<file path="config.mk">
export PLATFORM = sky130hd
export DESIGN_NAME = flag_ctx_regs
export DESIGN_NICKNAME = d
export VERILOG_FILES = /design/src/rtl/flag_ctx_regs.sv
export SDC_FILE = /design/constraint.sdc
export NUM_CORES = 1
export LEC_CHECK = 0
export CAP_MARGIN = 20
export CORE_MARGIN = 1.5
export CORE_UTILIZATION = 33
export CTS_CLUSTER_DIAMETER = 40
export DETAILED_ROUTE_END_ITERATION = 7
export DONT_BUFFER_PORTS = 1
export GPL_ROUTABILITY_DRIVEN = 0
export SLEW_MARGIN = 5
export SYNTH_ARGS = -nofsm -noshare
export SYNTH_HDL_FRONTEND = slang
export SYNTH_SLANG_ARGS = --single-unit
</file>
<file path="constraint.sdc">
create_clock -name clk -period 4.75 [get_ports clk]
set_clock_uncertainty 0.15 [all_clocks]
set_input_delay 0.7125 -clock clk [delete_from_list [all_inputs] [get_ports clk]]
set_output_delay 0.7125 -clock clk [all_outputs]
set_load 0.02 [all_outputs]
</file>
<file path="src/rtl/flag_ctx_regs.sv">
// Flag register with masked overwrite/sticky writes, clear, and a small LIFO
// stack that saves and restores the whole flag word.
module flag_ctx_regs #(
    parameter int WIDTH = 4,
    parameter int DEPTH = 4,
    localparam int CW = $clog2(DEPTH + 1),
    localparam int AW = (DEPTH > 1) ? $clog2(DEPTH) : 1
) (
    input  logic             clk,
    input  logic             reset,
    input  logic [WIDTH-1:0] d,
    input  logic [WIDTH-1:0] wr_mask,
    input  logic             en,
    input  logic             sticky,
    input  logic             clr,
    input  logic             push,
    input  logic             pop,
    output logic [WIDTH-1:0] q,
    output logic [CW-1:0]    count,
    output logic             full,
    output logic             empty,
    output logic             ovf,
    output logic             unf
);

    logic [WIDTH-1:0] q_r;
    logic [CW-1:0]    count_r;
    logic             ovf_r;
    logic             unf_r;
    logic [WIDTH-1:0] stack_r [DEPTH];

    logic             full_s;
    logic             empty_s;
    logic             push_ok_s;
    logic             pop_ok_s;
    logic             ovf_set_s;
    logic             unf_set_s;
    logic [CW-1:0]    count_m1_s;
    logic [AW-1:0]    wr_idx_s;
    logic [AW-1:0]    rd_idx_s;
    logic [WIDTH-1:0] q_next_s;
    logic [CW-1:0]    count_next_s;

    assign full_s     = (count_r == CW'(DEPTH));
    assign empty_s    = (count_r == CW'(0));
    // Simultaneous push and pop cancel out and touch neither stack nor error flags.
    assign push_ok_s  = push & ~pop & ~full_s;
    assign pop_ok_s   = pop & ~push & ~empty_s;
    assign ovf_set_s  = push & ~pop & full_s;
    assign unf_set_s  = pop & ~push & empty_s;
    assign count_m1_s = count_r - CW'(1);
    assign wr_idx_s   = count_r[AW-1:0];
    assign rd_idx_s   = count_m1_s[AW-1:0];

    // Next flag value: clr beats a restore, a restore beats a write.
    always_comb begin
        q_next_s = q_r;
        if (clr) begin
            q_next_s = '0;
        end else if (pop_ok_s) begin
            q_next_s = stack_r[rd_idx_s];
        end else if (en) begin
            if (sticky) begin
                q_next_s = q_r | (d & wr_mask);
            end else begin
                q_next_s = (q_r & ~wr_mask) | (d & wr_mask);
            end
        end else begin
            q_next_s = q_r;
        end
    end

    // Next stack occupancy.
    always_comb begin
        count_next_s = count_r;
        if (push_ok_s) begin
            count_next_s = count_r + CW'(1);
        end else if (pop_ok_s) begin
            count_next_s = count_m1_s;
        end else begin
            count_next_s = count_r;
        end
    end

    // Flag, occupancy and error-flag registers.
    always_ff @(posedge clk) begin
        if (reset) begin
            q_r     <= '0;
            count_r <= '0;
            ovf_r   <= 1'b0;
            unf_r   <= 1'b0;
        end else begin
            q_r     <= q_next_s;
            count_r <= count_next_s;
            ovf_r   <= ovf_r | ovf_set_s;
            unf_r   <= unf_r | unf_set_s;
        end
    end

    // Stack storage; entries above count are never read, so no reset.
    always_ff @(posedge clk) begin
        if (!reset && push_ok_s) begin
            stack_r[wr_idx_s] <= q_r;
        end
    end

    assign q     = q_r;
    assign count = count_r;
    assign full  = full_s;
    assign empty = empty_s;
    assign ovf   = ovf_r;
    assign unf   = unf_r;

endmodule

</file>
# ---- Word level (Yosys, flattened, before mapping)
# Memories as Yosys holds them, arrays and structs flattened.
# Index checks and enable logic that the tools add are counted.
dict set report op_classes {
  n_bitwise 17
  eq_ne 1
  n_addsub 2
  mux 7
  n_reduce_logical 6
}
# cell n
set op_table {}
lappend op_table {{$mux W4} 3}
lappend op_table {{$and A4 B4 Y4} 2}
lappend op_table {{$or A4 B4 Y4} 2}
lappend op_table {{$and A1 B1 Y1} 6}
lappend op_table {{$mux W3} 2}
lappend op_table {{$not A1 Y1} 4}
lappend op_table {{$not A4 Y4} 1}
lappend op_table {{$reduce_bool A2 Y1} 2}
lappend op_table {{$add A3 B1 Y3 const B} 1}
lappend op_table {{$eq A3 B3 Y1 const B} 1}
lappend op_table {{$logic_not A3 Y1} 1}
lappend op_table {{$sub A3 B1 Y3 const B} 1}
lappend op_table {{$mux W1} 2}
lappend op_table {{$or A1 B1 Y1} 2}
lappend op_table {{$reduce_or A2 Y1} 1}
lappend op_table {{$logic_and A1 B1 Y1} 1}
lappend op_table {{$logic_not A1 Y1} 1}
dict set report word_totals {
  ff_bits 9
  memories 1
  word_cells 38
  in_bits 15
  ramBits 16
  output_inout_bits 11
}
# name words width rd rd_ports_with_merged_regs write_ports line
set memory_table {}
lappend memory_table {stack_r 4 4 1 0 1 30} ;# logic [WIDTH-1:0] stack_r [DEPTH];

# ---- Depth between registers and ports, before layout
dict set report logic_depth {
  word_depth 6
  ltp_mapped 7
  ltp_nobuf 5
}

# ---- Least setup slack after synthesis
# Ideal clock, no wire load.
dict set report synth_timing {
  path_kind {register -> register}
  from {register count_r[0] (netlist: count[0])}
  to {memory stack_r[1][0], enable pin}
  path_buffers 1
  setup_time_ps 309
  synth_period_minus_slack_ps 2148
  t_required_ps 4291
  stages_incl_launch_ff 7
  slack_ps 2602
  t_arrival_ps 1689
  path_cell_list {dfxtp_1 -> buf_6 -> inv_1 -> ha_1 -> and2_1 -> nor3_1 -> and2_1}
}
dict set report synth_via {
  elab_chain_len 6
}
# item line
set synth_lines {}
lappend synth_lines {{start: declaration} 27} ;# logic [CW-1:0] count_r;
lappend synth_lines {{start signal: assignment} 94} ;# count_r <= count_next_s;
lappend synth_lines {{$eq A3 B3 Y1} 44} ;# assign full_s = (count_r == CW'(DEPTH));
lappend synth_lines {{via full} 20} ;# output logic full,
lappend synth_lines {{$not A1 Y1} 47} ;# assign push_ok_s = push & ~pop & ~full_s;
lappend synth_lines {{$and A1 B1 Y1} 47}
lappend synth_lines {{$logic_and A1 B1 Y1} 102} ;# if (!reset && push_ok_s) begin
lappend synth_lines {{$mux W1} 102}
lappend synth_lines {{$mux W1 (implied by the code)} 103} ;# stack_r[wr_idx_s] <= q_r;
lappend synth_lines {{end: declaration} 30}
# The timed path passes the listed nets, and every way through them passes these cells.

# ---- Final worst setup path
dict set report layout_timing {
  from {register count_r[0] (netlist: count[0])}
  to {output empty}
}
dict set report layout_via {
  elab_chain_len 1
}
# item line
set layout_lines {}
lappend layout_lines {{$logic_not A3 Y1} 45} ;# assign empty_s = (count_r == CW'(0));
lappend layout_lines {{end: declaration} 21} ;# output logic empty,
# Every way passes these cells.

==> out/metrics.cfg <==
[pwr]
peakVddDrop_mv = 0.138
power.density_nw_per_um2 = 370
p_total_uw = 480
clockPowerShare_pct = 28.2
p_comb_share_pct = 17.3
intPower_uw = 339
seqPwrFrac_pct = 54.5
switching_power_uw = 140
leakage_nw = 0.406
swShare_pct = 29.2

[die]
coreArea_um2 = 3440
chipHeight_um = 63.9
fp-row-count = 21
boundaryPins = 26
die_x_um = 63.9
die_area_um2 = 4080
initial_utilization_pct = 35.6

[logic_synthesis]
yosys.cell_count.top_type = edfxtp_1
ys_seq_elements = 25
ys_seq_area_share_pct = 54.0
synth_top_area_share_pct = 39.3
synth_top_cell_by_area = edfxtp_1
async_flop_share_pct = 0
yosys-top-cells-area = edfxtp_1, dfxtp_1, mux4_2, ha_1, nand3b_1
synthCells = 91
synth_top_flop_cell = edfxtp_1
yosysWarningCount = 0
synthesis.area_um2 = 1220
synth.top_cells.by_count = edfxtp_1, dfxtp_1, ha_1, nand3b_1, nor3_1
synthDistinctLibCells = 31
syn_nets = 111
avgSynthCellArea_um2 = 13.4
synth_edf_count = 16

[setup_path]
arrival_ns = 1.95
end_kind = output pin
cp_slowest_cell = nor2b_1
cpPeakStageDelay_ns = 0.63
ff2ff_path_depth = 5
path_class = reg2out
cp_data_required_time_ns = 3.89
cp_max_fo = 9
start_kind = flip-flop
cp_cell_sequence = inv_1 -> ha_1 -> nor2b_1

[run]
maxCapViolCount = 0

[route]
routedWlPerCell_um = 18.8
routed_wl_mm = 2.56
drc = 0
drtPass1Iterations = 4
dr.first_iter.drc_count = 29
ant_nets = 0
vias_per_cell = 5.68
vias = 773

[placed_design]
postPlaceCellArea_um2 = 1250
pre_cts_ws_ns = 2.14
dpl.cell_count = 132
io_buffers = 0
hpwlAfterDp_mm = 1.92

[timing]
rsz0062_at_grt = false
setup_viol = 0
fin_crit_sh_pct = 59.2
max_freq_mhz = 356
whs_ns = 0.337
worst_pin_slew_ns = 0.830
hold_violations = 0
max_slew_margin_pct = 44.1
period_minus_slack_ns = 2.81
fin_setup_tns_ns = 0
setup_slack_ns = 1.94
drv_slew = 0

[cts]
cts_max_path_buffers = 2
cts_resized = 0
root_buffer = clkbuf_8
clk-insertion-delay-late_ns = 0.28
cts_hold_buf = 0
clk_pin_slew_worst_paths_ns = 0.09
cts_sinks = 25
cts_tree = built
cts_setup_buffers = 0
htree_levels = 1
cts_made_buffers = 3

[global_route]
grt_pass1_wl_mm = 4.00
gr-total-overflow = 0
grt_max_degree = 17
grt.total_usage_pct = 13.3
grt_pass1_vias = 756
antenna_found_initial = 0

[run_status]
status = finished clean

[final_layout]
stdcell_area_um2 = 1300
final_util_pct = 37.7
nets = 111
final_cells = 136
antenna_cells = 0
synthToLayoutAreaGrowth_pct = 5.93
drive_gt1_share_pct = 16.7

[min_path]
whs_path_depth = 1
hold_path.class = in2reg

[flip-flops by register name, indices dropped and copies added, names as in the netlist]
name,cells
count,3
ovf,1
q,4
stack_r,16
unf,1
[layer usage]
metal | up-vias | part of all wire [%] | track usage (%)
li1 | 363 | - | -
met1 | 379 | 42 | 16.8
met2 | 26 | 48 | 21.0
met3 | 5 | 6.3 | 2.11
met4 | 0 | 2.7 | 8.97
met5 | - | 0 | 0
[power by group through the flow]
stage / clock (mW) / combinational (mW) / sequential, mW
6_report: 0.135 / 0.0832 / 0.261
5_1_grt: 0.148 / 0.0911 / 0.264
4_1_cts: 0.139 / 0.0833 / 0.262
3_5_place_dp: 0 / 0.0827 / 0.267
3_3_place_gp: 0 / 0.0837 / 0.266
2_1_floorplan: 0 / 0.0823 / 0.258
[final cells by class]
cell class,count,area [µm²]
fill,325,2150
inverter,3,11.3
sequential,25,661
multi-input combinational,58,517
clock inverter,1,8.76
tap,46,57.6
clock buffer,3,41.3
[logic make-up (layout without fill, tap and decap cells)]
kind of cell / Yosys count / count (layout) / share of synthesized area (%)
and+or+nand+nor: 27 / 27 / 14.0
AOI/OAI and AO/OA: 20 / 20 / 14.1
muxes: 5 / 5 / 8.28
buffers and inverters: 8 / 7 / 3.78
adders and majority gates: 5 / 5 / 5.11
xor gates and xnor gates: 1 / 1 / 0.716
DFF: 25 / 25 / 54.0
[critical path, delay by kind of cell, from the launching register on]
kind / cells / cell delay, ns
adder cells (fa/ha/maj): 1 / 0.30
AND/OR/NAND/NOR: 1 / 0.63
buffers and inverters: 1 / 0.22
flip-flops: 1 / 0.51
[cells in the final DEF (no fill, tap or decap), types with 4 or more instances in the layout]
cell and instances:
ha_1 5, mux4_2 4, dfxtp_1 9, a21oi_1 4, nor2_1 4, nand3b_1 5
edfxtp_1 16, a32oi_1 4, nor3_1 5, and2_1 4
[worst paths after layout]
check,endpoint,slack (ns),from
max,empty,1.94,count[0]
min,q[0],0.34,clr
max reg2reg,stack_r[2][2],2.19,count[0]
min reg2reg,ovf,0.45,ovf
Note: power is estimated with default switching activity, not from simulation.
